[src/rtl/ps2_kbd_rx.sv]
// PS/2 keyboard receiver: pin synchronizers, clock de-glitch filter, 11-bit frame
// deserializer with odd parity, E0/F0 prefix folding and a small FWFT event FIFO.
module ps2_kbd_rx #(
  parameter int FILTER_LEN = 8,
  parameter int TIMEOUT    = 100000,
  parameter int FIFO_DEPTH = 4
) (
  input  logic       clk_50mhz,
  input  logic       rst,
  input  logic       PS2_clk,
  input  logic       PS2_Data,
  input  logic       rd_en,
  output logic [9:0] dout,
  output logic       empty,
  output logic       overflow,
  output logic       frame_err,
  output logic       busy
);

  localparam int FCW = $clog2(FILTER_LEN + 1);
  localparam int TCW = $clog2(TIMEOUT + 1);
  localparam int AW  = $clog2(FIFO_DEPTH);
  localparam int CW  = AW + 1;

  typedef enum logic [1:0] {IDLE, DATA, PARITY, STOP} state_t;

  state_t         state_q, state_d;
  logic           clk_s1_q, clk_s1_d, clk_s2_q, clk_s2_d;
  logic           dat_s1_q, dat_s1_d, dat_s2_q, dat_s2_d;
  logic           filt_q, filt_d;
  logic [FCW-1:0] filt_cnt_q, filt_cnt_d;
  logic [TCW-1:0] tmo_cnt_q, tmo_cnt_d;
  logic [2:0]     bit_cnt_q, bit_cnt_d;
  logic [7:0]     shift_q, shift_d;
  logic           par_q, par_d;
  logic           good_q, good_d;
  logic           ext_q, ext_d, brk_q, brk_d;
  logic           frame_err_q, frame_err_d;
  logic           ovf_q, ovf_d;
  logic [AW-1:0]  wr_ptr_q, wr_ptr_d, rd_ptr_q, rd_ptr_d;
  logic [CW-1:0]  cnt_q, cnt_d;

  logic           strobe;
  logic           err;
  logic           push;
  logic           pop;
  logic           full;
  logic           wr;
  logic [9:0]     push_data;
  logic [9:0]     mem [FIFO_DEPTH];

  always_comb begin
    clk_s1_d    = PS2_clk;
    clk_s2_d    = clk_s1_q;
    dat_s1_d    = PS2_Data;
    dat_s2_d    = dat_s1_q;
    filt_d      = filt_q;
    filt_cnt_d  = filt_cnt_q;
    state_d     = state_q;
    bit_cnt_d   = bit_cnt_q;
    shift_d     = shift_q;
    par_d       = par_q;
    good_d      = 1'b0;
    ext_d       = ext_q;
    brk_d       = brk_q;
    ovf_d       = ovf_q;
    wr_ptr_d    = wr_ptr_q;
    rd_ptr_d    = rd_ptr_q;
    cnt_d       = cnt_q;
    strobe      = 1'b0;
    err         = 1'b0;
    push        = 1'b0;
    push_data   = {ext_q, brk_q, shift_q};

    // Filter: the level flips only after FILTER_LEN consecutive differing samples.
    if (clk_s2_q == filt_q) begin
      filt_cnt_d = '0;
    end else if (filt_cnt_q == FCW'(FILTER_LEN - 1)) begin
      filt_d     = clk_s2_q;
      filt_cnt_d = '0;
      strobe     = filt_q;
    end else begin
      filt_cnt_d = filt_cnt_q + 1'b1;
    end

    tmo_cnt_d = (state_q == IDLE || strobe) ? '0 : tmo_cnt_q + 1'b1;

    case (state_q)
      IDLE: begin
        if (strobe && !dat_s2_q) begin
          state_d   = DATA;
          bit_cnt_d = '0;
        end
      end
      DATA: begin
        if (strobe) begin
          shift_d   = {dat_s2_q, shift_q[7:1]};
          bit_cnt_d = bit_cnt_q + 1'b1;
          if (bit_cnt_q == 3'd7) state_d = PARITY;
        end
      end
      PARITY: begin
        if (strobe) begin
          par_d   = dat_s2_q;
          state_d = STOP;
        end
      end
      STOP: begin
        if (strobe) begin
          if (dat_s2_q && (^shift_q ^ par_q)) good_d = 1'b1;
          else                                 err    = 1'b1;
          state_d = IDLE;
        end
      end
      default: state_d = IDLE;
    endcase

    if (state_q != IDLE && !strobe && tmo_cnt_q == TCW'(TIMEOUT)) begin
      state_d   = IDLE;
      tmo_cnt_d = '0;
      err       = 1'b1;
    end

    // Decode runs one cycle after STOP; shift_q is still stable then.
    if (good_q) begin
      if (shift_q == 8'hE0) begin
        ext_d = 1'b1;
      end else if (shift_q == 8'hF0) begin
        brk_d = 1'b1;
      end else begin
        push  = 1'b1;
        ext_d = 1'b0;
        brk_d = 1'b0;
      end
    end
    if (err) begin
      ext_d = 1'b0;
      brk_d = 1'b0;
    end
    frame_err_d = err;

    pop  = rd_en && (cnt_q != '0);
    full = (cnt_q == CW'(FIFO_DEPTH));
    wr   = push && (!full || pop);
    if (push && full && !pop) ovf_d = 1'b1;
    if (wr)  wr_ptr_d = wr_ptr_q + 1'b1;
    if (pop) rd_ptr_d = rd_ptr_q + 1'b1;
    case ({wr, pop})
      2'b10:   cnt_d = cnt_q + 1'b1;
      2'b01:   cnt_d = cnt_q - 1'b1;
      default: cnt_d = cnt_q;
    endcase
  end

  always_ff @(posedge clk_50mhz or posedge rst) begin
    if (rst) begin
      state_q     <= IDLE;
      clk_s1_q    <= 1'b1;
      clk_s2_q    <= 1'b1;
      dat_s1_q    <= 1'b1;
      dat_s2_q    <= 1'b1;
      filt_q      <= 1'b1;
      filt_cnt_q  <= '0;
      tmo_cnt_q   <= '0;
      bit_cnt_q   <= '0;
      shift_q     <= '0;
      par_q       <= 1'b0;
      good_q      <= 1'b0;
      ext_q       <= 1'b0;
      brk_q       <= 1'b0;
      frame_err_q <= 1'b0;
      ovf_q       <= 1'b0;
      wr_ptr_q    <= '0;
      rd_ptr_q    <= '0;
      cnt_q       <= '0;
    end else begin
      state_q     <= state_d;
      clk_s1_q    <= clk_s1_d;
      clk_s2_q    <= clk_s2_d;
      dat_s1_q    <= dat_s1_d;
      dat_s2_q    <= dat_s2_d;
      filt_q      <= filt_d;
      filt_cnt_q  <= filt_cnt_d;
      tmo_cnt_q   <= tmo_cnt_d;
      bit_cnt_q   <= bit_cnt_d;
      shift_q     <= shift_d;
      par_q       <= par_d;
      good_q      <= good_d;
      ext_q       <= ext_d;
      brk_q       <= brk_d;
      frame_err_q <= frame_err_d;
      ovf_q       <= ovf_d;
      wr_ptr_q    <= wr_ptr_d;
      rd_ptr_q    <= rd_ptr_d;
      cnt_q       <= cnt_d;
    end
  end

  // Storage carries no reset; entries are only visible through the counted window.
  always_ff @(posedge clk_50mhz) begin
    if (wr) mem[wr_ptr_q] <= push_data;
  end

  assign empty     = (cnt_q == '0);
  assign dout      = empty ? 10'd0 : mem[rd_ptr_q];
  assign overflow  = ovf_q;
  assign frame_err = frame_err_q;
  assign busy      = (state_q != IDLE);

endmodule

[config.mk]
export PLATFORM = sky130hd
export DESIGN_NAME = ps2_kbd_rx
export DESIGN_NICKNAME = d
export VERILOG_FILES = /design/src/rtl/ps2_kbd_rx.sv
export SDC_FILE = /design/constraint.sdc
export NUM_CORES = 1
export LEC_CHECK = 0
export ABC_AREA = 1
export CAP_MARGIN = 20
export CORE_MARGIN = 2
export CORE_UTILIZATION = 50
export DETAILED_ROUTE_END_ITERATION = 10
export GPL_ROUTABILITY_DRIVEN = 1
export HOLD_SLACK_MARGIN = 0.15
export PLACE_DENSITY = 0.7
export SLEW_MARGIN = 20
export SYNTH_ARGS = -nofsm -noshare
export SYNTH_HDL_FRONTEND = slang
export SYNTH_SLANG_ARGS = --single-unit
[constraint.sdc]
create_clock -name clk_50mhz -period 2.8 [get_ports clk_50mhz]
set_input_delay 0.84 -clock clk_50mhz [delete_from_list [all_inputs] [get_ports clk_50mhz]]
set_output_delay 0.84 -clock clk_50mhz [all_outputs]
set_load 0.03 [all_outputs]
==> results.md <==
- Final Max Slew Viols: 0
- Critical-path cell list: nor2_1 > nand2_1 > inv_1 > a21oi_1 > dlygate4sd2_1
- Final Cell Area: between 5000 and 6000 um^2
- Clock network latency to the later pin of the worst-skew pair: approximately 350 ps
- Layout Nets: 519
- ANT cells: 0
- Crit. Startpoint: cnt_q[0]
- Buf+Inv Stages, Crit Path: 2
- Via count: a little over 3000
- Sequential area share after synthesis: 0.565
- PwrDens: 803 nW/um^2
- RSZ-0062 raised after global routing: no
- Area occupied by multi-input gates: roughly 1700 um^2
- Count leader, synth: nor2_1
- Synth-to-Final Area Change: 13.0%
- Yosys top cell by area: edfxtp_1
- Post-layout utilization of the core: 0.578
- Average wire per standard cell: 12.5 um
- Fin. Hold Viols: 0
- WS Path Type: register to output pin
- Post-synthesis cell count: 463
- FF-to-FF Start: shift_q[4]
- CP Capture Point: dout[5]
- Maximum VDD drop: ~0.36 mV
- CP required: between 1500 and 2000 ps
- Reg-to-reg endpoint: cnt_q[1]
- CTS tree: built
- Synth Area per Inst: 9.59 um^2
- Worst Tran Pin Value: around 490 ps
- Worst Setup Start Kind: register
- Syn. warnings: 0
- Async S/R FF share, synth: 0.565
- Clock Sinks: 92
- Final antenna-violating net count: 0
- Cells on worst reg2reg path: 11
- Synth cell types: 35
- WHS Path Cells: 0
- Synth area leaders: edfxtp_1 (27%), dfrtp_1 (26%), nor2_1 (7.6%), nand2_1 (6.1%), ha_1 (5.4%)
- TritonCTS buffer count: 9
- H-Tree Depth: 3
- Worst stage delay on the critical path: approximately 420 ps
- Setup TNS: 0 ps
- Largest net degree at the start of global routing: 24
- Initial drt markers: between 100 and 150
- First-pass GRT wire length: 13300 um
- Fin crit share: 0.936
- Number of remaining DRC errors: 0
- Fillers: between 700 and 800
- Max-cap violations: 0
- Number of flops mapped to enable cells by yosys: 40
- P_leak: 2.21 nW
- Worst path arrival time: 1780 ps
- Vias in the first global route: 2924
- Max Clock Skew: 9.50 ps
- Number of port buffers: 18
- Worst hold-check path type: register to register
- Setup violators final: 0
- Clock Tree Buf Depth: 2
- Family with the most delay on the worst path: buffers and inverters
- DIE WIDTH: 98.2 um
- CP Capture Type: output pin
- Row count: 34
- Rel. slew slack: 0.673
- Yosys top cell area share: 0.270
- Synth Net Count: 488
- Clk slew on worst S/H paths: 100 ps
- Reg area: ~2500 um^2
- Core area: 8680 um^2
- DP Area: 4810 um^2
- Register bit total from synthesis: 92
- Total Routed Length: ~7600 um
- Levels on crit path: 5
- Proportion of layout cells with a drive suffix above 1: 0.132
- Setup Fix Bufs, Post-CTS: 0
- Chip height: ~98 um
- R2r setup slk: 680 ps
- Min Tclk post-route: 2620 ps
- DR pass1 iterations: 4
- Starting Density: 0.512
- # IOs: 19
- Hpwl dp: 5510 um
- Grt total ovfl: 0
- Die area: ~9700 um^2
- Vias per Instance: 4.99
- GPL Wtd Cong: ~0.81
- Crit path max-delay cell type: dfrtp_1
- Power Total: 4.03 mW
- Max Fclk: 381 MHz
- Commonest cells post-synth: nor2_1 (90), nand2_1 (72), inv_1 (51), dfrtp_1 (47), edfxtp_1 (40)
- Hold bufs inserted after CTS: 0
- Total track usage: 0.170
- Status: finished clean
- Worst-path maximum fanout: 11
- Root Driver: clkbuf_8
- Mapped Area: roughly 4400 um^2
- Initial antenna violation count: 0
- Top FF cell, synth: dfrtp_1
## area by class of cell
cell class                      count  share of cell area
Sequential cell                    92               0.500
Multi-Input combinational cell    306               0.334
Timing Repair Buffer               27              0.0519
Inverter                           58              0.0446
Tap cell                          108              0.0269
Clock buffer                        9              0.0247
Clock inverter                      7              0.0170
## metal layers
metal  wire, um  vias to the layer above  share of wire  track usage
met5          0                        -              0            0
met4         66                        0         0.0087       0.0580
met3        166                        6          0.022       0.0251
met2       3730                       33           0.49        0.289
met1       3630                     1429           0.48        0.224
li1           -                     1563              -            -
## where the power goes
group          total (mW)  switching [mW]  internal [mW]  leakage (nW)
clock               0.916           0.488          0.428        0.0995
combinational        1.51           0.983          0.527          1.05
sequential           1.60          0.0952           1.50          1.06
## cell families after synthesis
logic type,Yosys count,share of synthesized area
xor gates and xnor gates,12,0.0237
DFF,92,0.565
AOI/OAI and AO/OA,55,0.0718
buffers and inverters,65,0.0572
and+or+nand+nor,219,0.224
adders and majority gates,20,0.0580
## repair_timing
item | CTS | global route
pin swaps | 0 | 0
hold endpoints to repair | 0 | 0
setup endpoints to repair | 10 | 3
gates resized for setup | 12 | 2
## how the worst min path moves through the flow
stage                    end  slack (ps)  startpoint
floorplan           clk_s2_q         350    clk_s1_q
global placement    clk_s2_q         350    clk_s1_q
detailed placement  clk_s2_q         350    clk_s1_q
CTS                 clk_s2_q         360    clk_s1_q
global route        dat_s2_q         370    dat_s1_q
finish              dat_s2_q         360    dat_s1_q
## stage by stage
stage / hold slack, ps / std cells / setup slack (ps)
detailed placement: 348 / 591 / 201
global route: 365 / 607 / 19.6
global placement: 346 / 591 / 241
finish: 361 / 607 / 179
floorplan: 345 / 463 / 553
CTS: 362 / 607 / 27.8
## layout by cell type (no fill, tap or decap), drive strengths merged, types with 9 or more instances in the layout
| cell type | count |
|---|---|
| ha | 19 |
| nor3 | 12 |
| nand4 | 11 |
| xor2 | 10 |
| a21oi | 13 |
| dlygate4sd2 | 10 |
| nand2 | 78 |
| clkbuf | 9 |
| buf | 10 |
| nand3 | 16 |
| nor2 | 98 |
| inv | 59 |
| o21ai | 40 |
| edfxtp | 40 |
| dfrtp | 47 |
## state kept, by name, summed over array words and instances, names as in the netlist, 3 cells and up
signal      count
cnt_q           3
shift_q         8
filt_cnt_q      4
bit_cnt_q       3
mem            40
tmo_cnt_q      17
Power figures use the tool's default switching activity.
